<file path="src/rtl/parity_frame_engine.sv">
// parity_frame_engine: folds a valid/ready stream of DATA_W-bit words into one
// parity bit per frame (frames end on in_last). Generate mode reports the
// parity; check mode also flags a mismatch against in_expect.
// Ports:
//   clk, rst                  rising-edge clock, synchronous active-high reset
//   in_valid/in_ready         word handshake; in_ready is low while a result is held
//   in_data, in_last          word payload and end-of-frame marker
//   in_odd, in_check          parity sense and mode, sampled on a frame's first word
//   in_expect                 expected parity, sampled with the last word
//   out_valid/out_ready       result handshake
//   out_parity, out_err       frame parity and check-mode mismatch
//   out_count, out_ovf        saturating word count and saturation flag
module parity_frame_engine #(
  parameter int unsigned DATA_W      = 8,
  parameter int unsigned CNT_W       = 8,
  parameter bit          ODD_DEFAULT = 1'b0
) (
  input  logic              clk,
  input  logic              rst,
  input  logic              in_valid,
  output logic              in_ready,
  input  logic [DATA_W-1:0] in_data,
  input  logic              in_last,
  input  logic              in_odd,
  input  logic              in_check,
  input  logic              in_expect,
  output logic              out_valid,
  input  logic              out_ready,
  output logic              out_parity,
  output logic              out_err,
  output logic [CNT_W-1:0]  out_count,
  output logic              out_ovf
);

  typedef enum logic [1:0] {IDLE, ACCUM, HOLD} state_e;

  localparam logic [CNT_W-1:0] CNT_MAX = '1;

  state_e             state_q, state_d;
  logic               acc_q, acc_d;
  logic [CNT_W-1:0]   cnt_q, cnt_d;
  logic               ovf_q, ovf_d;
  logic               odd_q, odd_d;
  logic               chk_q, chk_d;
  logic               in_ready_q, in_ready_d;
  logic               out_valid_q, out_valid_d;
  logic               out_parity_q, out_parity_d;
  logic               out_err_q, out_err_d;
  logic [CNT_W-1:0]   out_count_q, out_count_d;
  logic               out_ovf_q, out_ovf_d;

  // Values the frame state would take if the current word is accepted.
  logic               accept;
  logic               first;
  logic               word_par;
  logic               sat;
  logic               odd_nx;
  logic               chk_nx;
  logic               acc_nx;
  logic [CNT_W-1:0]   cnt_nx;
  logic               ovf_nx;
  logic               par_nx;

  // Candidate accumulator/counter update; first word takes sense and mode directly
  // so a single-word frame sees them on the same edge.
  always_comb begin
    accept   = in_valid & in_ready_q;
    first    = (state_q == IDLE);
    word_par = ^in_data;
    sat      = !first && (cnt_q == CNT_MAX);
    odd_nx   = first ? in_odd   : odd_q;
    chk_nx   = first ? in_check : chk_q;
    acc_nx   = first ? word_par : (acc_q ^ word_par);
    cnt_nx   = first ? CNT_W'(1) : (sat ? cnt_q : cnt_q + CNT_W'(1));
    ovf_nx   = first ? 1'b0 : (ovf_q | sat);
    par_nx   = acc_nx ^ odd_nx;
  end

  // Next-state and result logic.
  always_comb begin
    state_d      = state_q;
    acc_d        = acc_q;
    cnt_d        = cnt_q;
    ovf_d        = ovf_q;
    odd_d        = odd_q;
    chk_d        = chk_q;
    out_valid_d  = out_valid_q;
    out_parity_d = out_parity_q;
    out_err_d    = out_err_q;
    out_count_d  = out_count_q;
    out_ovf_d    = out_ovf_q;

    case (state_q)
      IDLE, ACCUM: begin
        if (accept) begin
          acc_d = acc_nx;
          cnt_d = cnt_nx;
          ovf_d = ovf_nx;
          odd_d = odd_nx;
          chk_d = chk_nx;
          if (in_last) begin
            state_d      = HOLD;
            out_valid_d  = 1'b1;
            out_parity_d = par_nx;
            out_err_d    = chk_nx & (par_nx != in_expect);
            out_count_d  = cnt_nx;
            out_ovf_d    = ovf_nx;
          end else begin
            state_d = ACCUM;
          end
        end
      end
      HOLD: begin
        if (out_ready) begin
          state_d     = IDLE;
          out_valid_d = 1'b0;
          acc_d       = 1'b0;
          cnt_d       = '0;
          ovf_d       = 1'b0;
        end
      end
      default: state_d = IDLE;
    endcase

    in_ready_d = (state_d != HOLD);
  end

  always_ff @(posedge clk) begin
    if (rst) begin
      state_q      <= IDLE;
      acc_q        <= 1'b0;
      cnt_q        <= '0;
      ovf_q        <= 1'b0;
      odd_q        <= ODD_DEFAULT;
      chk_q        <= 1'b0;
      in_ready_q   <= 1'b1;
      out_valid_q  <= 1'b0;
      out_parity_q <= 1'b0;
      out_err_q    <= 1'b0;
      out_count_q  <= '0;
      out_ovf_q    <= 1'b0;
    end else begin
      state_q      <= state_d;
      acc_q        <= acc_d;
      cnt_q        <= cnt_d;
      ovf_q        <= ovf_d;
      odd_q        <= odd_d;
      chk_q        <= chk_d;
      in_ready_q   <= in_ready_d;
      out_valid_q  <= out_valid_d;
      out_parity_q <= out_parity_d;
      out_err_q    <= out_err_d;
      out_count_q  <= out_count_d;
      out_ovf_q    <= out_ovf_d;
    end
  end

  assign in_ready   = in_ready_q;
  assign out_valid  = out_valid_q;
  assign out_parity = out_parity_q;
  assign out_err    = out_err_q;
  assign out_count  = out_count_q;
  assign out_ovf    = out_ovf_q;

endmodule

</file>
<file path="config.mk">
export PLATFORM = sky130hd
export DESIGN_NAME = parity_frame_engine
export DESIGN_NICKNAME = d
export VERILOG_FILES = /design/src/rtl/parity_frame_engine.sv
export SDC_FILE = /design/constraint.sdc
export NUM_CORES = 1
export LEC_CHECK = 0
export ABC_CLOCK_PERIOD_IN_PS = 2200
export CAP_MARGIN = 10
export CELL_PAD_IN_SITES_DETAIL_PLACEMENT = 0
export CELL_PAD_IN_SITES_GLOBAL_PLACEMENT = 2
export CORE_MARGIN = 2
export CORE_UTILIZATION = 29
export DETAILED_ROUTE_END_ITERATION = 10
export PLACE_DENSITY = 0.83
export SYNTH_ARGS = -nofsm -noshare
export SYNTH_HDL_FRONTEND = slang
export SYNTH_SLANG_ARGS = --single-unit
</file>
<file path="constraint.sdc">
create_clock -name clk -period 2.2 [get_ports clk]
set_input_delay 0.44 -clock clk [delete_from_list [all_inputs] [get_ports clk]]
set_output_delay 0.44 -clock clk [all_outputs]
set_load 0.05 [all_outputs]
</file>
Word-level counts from Yosys, hierarchy flattened:

Index checks and enable logic that the tools add are counted.

* add/subtract/negate cells: 1
* eq/ne operators: 8
* multiplexer cells: 21
* bitwise gates (word level): 5
* reduce and logical (&&, ||, !) cells: 10

Operators with widths (number)
* $mux W8: 4
* $pmux W8 S2: 1
* $mux W1: 9
* $add A8 B1 Y8 const B: 1
* $eq A8 B8 Y1 const B: 1
* $ne A2 B2 Y1 const B: 4
* $reduce_xor A8 Y1: 1
* $mux W2: 3
* $pmux W1 S2: 3
* $reduce_and A3 Y1: 2
* $pmux W2 S2: 1
* $reduce_and A4 Y1: 1
* $and A1 B1 Y1: 2
* $eq A2 B1 Y1 const B: 1
* $eq A2 B2 Y1 const B: 1
* $logic_not A2 Y1: 1
* $reduce_and A2 Y1: 1
* $reduce_bool A2 Y1: 1
* $reduce_or A2 Y1: 1
* $xor A1 B1 Y1: 2
* $logic_and A1 B1 Y1: 1
* $logic_not A1 Y1: 1
* $ne A1 B1 Y1: 1
* $or A1 B1 Y1: 1

* register bits: 27
* input bits: 16
* word-level logic and storage cells: 57

Logic depth before layout (Yosys ltp):

Gate-level depths: netlist (run 1).

* depth in word-level cells: 7
* depth in mapped cells: 8
* mapped depth without buffers: 7

Worst setup path before layout (run 1):

OpenSTA, ideal clock, no wires.

* kind: register to register
* start: register in_ready_q, in the netlist in_ready
* end: register out_err_q, in the netlist out_err
* setup time: 79 ps
* arrival: 1703 ps
* data required time: 2121 ps
* setup slack: 418 ps
* cell stages (with the launch flop): 6
* path buffers: 0
* cell sequence: dfxtp_1 nand2_1 nor2_1 nand2_1 or4b_1 o211ai_1

* cells in the longest elaborated chain, start to end: 2

Ends and longest elaborated chain
* start: declaration: line 45 `logic in_ready_q, in_ready_d;`
* start signal: assignment: line 149 `in_ready_q <= in_ready_d;`
* $and A1 B1 Y1: line 67 `accept = in_valid & in_ready_q;`
* $reduce_and A3 Y1 (no line)
* end signal: assignment: line 152 `out_err_q <= out_err_d;`
* end: declaration: line 48 `logic out_err_q, out_err_d;`

No other way between the ends.
A chain may end at the register's enable or synchronous reset.

Worst setup path in the final report (run 1):

* start: register out_count_q[7], in the netlist out_count[7]
* end: output out_count[7]

RTL lines
* start: declaration: line 49 `logic [CNT_W-1:0] out_count_q, out_count_d;`
* start signal: assignment: line 153 `out_count_q <= out_count_d;`
* end: declaration: line 31 `output logic [CNT_W-1:0] out_count,`

No word-level cell between the ends.

==> reports/results.ini, run 1 <==
[routing]
ant_nets=0
vias=1235
dr.pass1.iters=4
wire_per_inst_um=13.47
viasPerCell=5.000
finalWirelength_um=3328
drt_iter0_markers=51
drcViolationCount=0

[placed_design]
io_buffers=28
gp_congestion=0.8900
place_ws_ps=67.79
dp_hpwl_um=2426

[yosys]
ys_ff_latch=27
ys_types=41
yosys_most_used_dff=dfxtp_1
synthArstFlopShare_pct=0
syn_avg_cell_area_sq_um=8.559
syn_nets=180
yosysWarnings=0
synth_edf_count=0
synth_seq_area_share_pct=38.74
synth_area_sq_um=1395
netlist_instances=163

[setup_path]
slowest_delay_ps=810
crit_required_ps=1760
path_cells=clkdlybuf4s50_1
crit_fanout=2
cp.arrival_ps=1420
cp-end-kind=output port
start_kind=register
slowest_stage=clkdlybuf4s50_1
crit_start=out_count[7]
r2r-start=cnt_q[1]
timing_worst_setup_path_type=register to output port
cp_num_buf_inv=1
cp_top_family=buffers and inverters

[sta]
setup_viol=0
final.setup.tns_ps=0
clock_skew_ps=9.269
tightestPinTransition_ps=499.1
min_period_over_period_pct=84.69
maxClockFrequency_mhz=536.7
fin_crit_ps=1863
drv_slew=0
hold_viol=0
rsz0062_at_grt=false
relSlewSlack_pct=66.62
setup_slack_ps=336.8

[clock_network]
cts.sinks=27
cts.clk_slew.worst_paths_ps=100
tritoncts=built
ctsHoldBuffers=0
root_buffer=clkbuf_8
clock_path_buffers=2
post_cts_resized=0
htree_levels=1
post_cts_buffers=0
clk_latency_ps=280
cts_made_buffers=3

[power]
ir_drop_mv=0.3459
p_leak_nw=0.6295
pwr-share-comb_pct=21.5
clkPwrFrac_pct=27.9
p_int_mw=0.7336
power_frac_seq_pct=50.6
switchingPower_mw=0.2986
swShare_pct=28.92
power_density_nw_per_um2=578.1

[floorplan]
fp-row-count=25
die_height_um=73.36
chipWidth_um=73.36
core-area_sq_um=4692
die-area_sq_um=5382
io_pins=29
start_util_pct=29.73

[worst_hold_path]
hp-class=register to register
min-delay-start=out_ovf

[global_routing]
grt_pass1_wl_um=5671
overflow=0
grt_max_degree=28
antenna_found_initial=0
grt_pass1_vias=1192
track_usage_pct=13.44

[flow_run]
max-cap-violations=0

[cells_and_area]
antennaDiodeCount=0
area_growth_pct=27.98
drive_above_1_share_pct=10.36
layout.nets=211

[outcome]
outcome=finished, final reports clean

per-layer routing:
layer  global-route usage (%)  up-vias  part of all wire [%]
li1                         -      635                     -
met1                    19.14      567                    51
met2                    20.62       31                    43
met3                    3.567        2                   5.4
met4                    2.424        0                  0.36
met5                        0        -                     0
tightest hold or removal path, stage by stage, from the launching register on:
cell,delay [ps]
dfxtp_1,330
nand2_1,50
a21oi_1,50
cell families after synthesis:
family	Yosys count	synth area share, %
flops	27	38.74
mux	2	1.525
compound gates	42	21.44
xor+xnor	13	8.161
simple gates	67	24.66
fa+ha+maj	1	0.8967
buf+inv	11	4.574
worst paths after layout:
path,endpoint,slack [ps],cells after the start
max,out_count[7],340,1
min,out_ovf,460,2
max reg2reg,out_count[1],350,6
min reg2reg,out_ovf,460,2
final cells by class:
cell class	count	area, sq um
Fill cell	486	2907
Multi-Input combinational cell	125	790.8
Sequential cell	27	540.5
Timing Repair Buffer	35	332.8
Tap cell	54	67.56
Clock buffer	3	41.29
Inverter	2	7.507
Clock inverter	1	5.005
sequential cells by signal, indices dropped and copies added, names as in the netlist:
signal and cells:
out_valid 1, out_parity 1, cnt_q 8, in_ready 1, ovf_q 1, out_ovf 1
out_count 8, acc_q 1, out_err 1, state_q 2, chk_q 1, odd_q 1
power groups by stage:
stage | logic [mW] | registers [mW] | clock network (mW)
CTS | 0.224 | 0.523 | 0.303
floorplan | 0.123 | 0.556 | 0
global placement | 0.222 | 0.534 | 0
global route | 0.249 | 0.525 | 0.316
finish | 0.222 | 0.522 | 0.288
detailed placement | 0.223 | 0.535 | 0
cells in the mapped netlist (4+ instances only):
cell type  instances  area (sq um)
nor2_1            25         93.84
and2_1             4         25.02
nand3_1            4         20.02
xnor2_1           11         96.34
nor3_1             5         25.02
dfxtp_1           27         540.5
a211oi_1           4         30.03
nand2_1           15         56.30
o21ai_0            5         25.02
a22oi_1            5         37.54
a21oi_1           13         65.06
per-stage QoR:
stage                     total power [mW]  util (%)  cell area [sq um]  hold slack, ps  std cells
after floorplan                     0.6786         -               1395           448.8        163
after global placement              0.7556     37.07               1739           440.9        243
final                                1.032     38.05               1785           460.4        247
after detailed placement            0.7571     37.07               1739           446.1        243
after CTS                            1.050     38.05               1785           462.2        247
after global routing                 1.089     38.05               1785           496.5        247
layout by cell type (no fill, tap or decap), types with 2 or more instances in the layout:
cell             synthesis  final
clkdlybuf4s50_1          0     28
dfxtp_1                 27     27
nor2_1                  25     25
nand2_1                 15     15
a21oi_1                 13     13
xnor2_1                 11     11
buf_4                    1      7
a22oi_1                  5      5
o21ai_0                  5      5
nor3_1                   5      5
and2_1                   4      4
nand3_1                  4      4
a211oi_1                 4      4
o21ai_1                  3      3
o211ai_1                 3      3
clkbuf_8                 0      3
or2_1                    2      2
nand2_2                  2      2
a311oi_1                 2      2
a32oi_1                  2      2
inv_1                    2      2
xor2_1                   2      2
(Power assumes the default switching activity.)
==> run 2, diff against run 1 <==
Settings changed: ABC_CLOCK_PERIOD_IN_PS 2200 to 1500, CORE_UTILIZATION 29 to 27, PLACE_DENSITY 0.83 to 0.81.
Clock period 2.2 ns to 1.5 ns, I/O delays scaled along.
==> reports/results.ini, run 2 (synthesized netlist as in run 1, its figures left out) <==
[cells_and_area]
fin_cells=295  ; was 247
antennaDiodeCount=0  ; unchanged
area_growth_pct=67.44  ; was 27.98%
final_common_cell=buf_4  ; was clkdlybuf4s50_1
drive_above_1_share_pct=40.00  ; was 10.36%
fin_util_pct=46.33  ; was 38.05%
layout.nets=243  ; was 211
most-common-layout-cells=buf_4 (37), nor2_1 (23), dfxtp_1 (20)  ; was clkdlybuf4s50_1 (28), dfxtp_1 (27), nor2_1 (25)

[worst_hold_path]
min_to=odd_q  ; was out_ovf
hp-class=register to register  ; unchanged
hold_depth=2  ; unchanged
min-delay-start=odd_q  ; was out_ovf

[floorplan]
die-area_sq_um=5758  ; was 5382 sq um
io_pins=29  ; unchanged
fp-row-count=26  ; was 25
start_util_pct=27.67  ; was 29.73%
chipWidth_um=75.88  ; was 73.36 um
die_height_um=75.88  ; was 73.36 um
core-area_sq_um=5042  ; was 4692 sq um

[setup_path]
cp.arrival_ps=1710  ; was 1420 ps
start_kind=register  ; unchanged
r2r_cells=6  ; unchanged
r2r-start=cnt_q[1]  ; unchanged
crit_required_ps=1680  ; was 1760 ps
cp-end-kind=register  ; was output port
crit_fanout=5  ; was 2
timing_worst_setup_path_type=register to register  ; was register to output port
reg2reg_to=cnt_q[5]  ; was out_count[1]
ff2ff_setup_slack_ps=-30  ; was 350 ps

[sta]
setup_viol=1  ; was 0
min_period_over_period_pct=102.2
maxClockFrequency_mhz=652.6
relSlewSlack_pct=71.62  ; was 66.62%
clock_skew_ps=8.657  ; was 9.269 ps
tightestPinTransition_ps=425.1  ; was 499.1 ps
setup_slack_ps=-32.26  ; was 336.8 ps
hold_viol=0  ; unchanged
rsz0062_at_grt=true  ; was false
fin_crit_ps=1532
drv_slew=0  ; unchanged

[routing]
finalWirelength_um=3845  ; was 3328 um
drt_iter0_markers=54  ; was 51
drcViolationCount=0  ; unchanged
wire_per_inst_um=13.03  ; was 13.47 um
viasPerCell=4.620  ; was 5.000
dr.pass1.iters=4  ; unchanged
vias=1363  ; was 1,235
ant_nets=0  ; unchanged

[clock_network]
cts.sinks=27  ; unchanged
root_buffer=clkbuf_8  ; unchanged
tritoncts=built  ; unchanged
ctsHoldBuffers=0  ; unchanged
clock_path_buffers=2  ; unchanged
htree_levels=1  ; unchanged
cts.clk_slew.worst_paths_ps=110  ; was 100 ps
clk_latency_ps=270  ; was 280 ps
cts_made_buffers=3  ; unchanged

[placed_design]
gp_congestion=0.8250  ; was 0.8900
dp.cells=286  ; was 243
place_ws_ps=-419.4  ; was 67.79 ps
io_buffers=28  ; unchanged
dp_hpwl_um=2827  ; was 2426 um

[global_routing]
grt_use_met2_pct=23.95  ; was 20.62%
track_usage_pct=14.23  ; was 13.44%
grt_use_met3_pct=1.587  ; was 3.567%
overflow=0  ; unchanged
grt.busiest_layer=met2  ; unchanged
grt_pass1_wl_um=6223  ; was 5671 um
antenna_found_initial=0  ; unchanged
grt_pass1_vias=1319  ; was 1,192
use_met1_pct=19.63  ; was 19.14%
grt_max_degree=17  ; was 28

[power]
total_power_mw=1.690  ; was 1.032 mW
power_density_nw_per_um2=723.5  ; was 578.1 nW/um^2
p_leak_nw=0.9471  ; was 0.6295 nW
ir_drop_mv=0.4337  ; was 0.3459 mV

[outcome]
violations=setup timing
outcome=complete, but fails checks  ; was finished, final reports clean

[flow_run]
max-cap-violations=0  ; unchanged

## run 2: cell count changes in the layout (fill, tap and decap cells not counted), sizes merged
cell           previous run  this run
buf                       7        52
dlymetal6s2s              0         9
clkinv                    1         0
clkdlybuf4s50            28         6
clkinvlp                  0         1
## run 2: worst max path at each step
stage	startpoint	to	slack [ps]	cells past startpoint
detailed placement	in_valid	cnt_q[5]	-420	7
global route	cnt_q[0]	cnt_q[5]	-100	7
finish	cnt_q[1]	cnt_q[5]	-30	6
CTS	cnt_q[0]	out_count[5]	-30	7
global placement	in_valid	cnt_q[5]	-360	7
floorplan	in_ready	out_err	-5	5
## run 2: metrics by stage
step	setup TNS (ps)	instance area, sq um	hold slack (ps)
after detailed placement	-6923	2118	463.5
after CTS	-39.42	2235	477.6
after global placement	-6531	2118	461.9
after global routing	-290.6	2336	496.2
after floorplan	-5.463	1428	435.3
final	-32.26	2336	474.7
## run 2: layer usage
layer / vias up / wire [um]
li1: 701 / -
met1: 634 / 1805
met2: 24 / 1869
met3: 4 / 131
met4: 0 / 39
met5: - / 0
## run 2: power by group
| group | total (mW) | internal, mW | switching, mW |
|---|---|---|---|
| registers | 0.766 | 0.742 | 0.0241 |
| clock network | 0.435 | 0.189 | 0.246 |
| logic | 0.489 | 0.262 | 0.227 |
| total | 1.69 | 1.19 | 0.497 |
## run 2: cell type report
cell class,instances,area (sq um)
fillers,500,2706
multi-input cells,125,904.6
repair buffers,67,733.2
flip-flops and latches,27,554.3
well taps,70,87.58
clock buffers,3,41.29
clock inverters,1,7.507
inverters,2,7.507
## run 2: what timing repair did
item                       CTS  global route
pin swaps                    9            21
setup endpoints to repair   15            18
buffers inserted             4             1
gates resized for setup     13            26
hold endpoints to repair     0             0
## run 2: worst max-delay path, cell delays in order (launching register included)
cell      delay (ps)
dfxtp_2          350
ha_4             150
and2_4           180
a41oi_4          220
buf_4            160
a31oi_1           80
a311oi_1         290
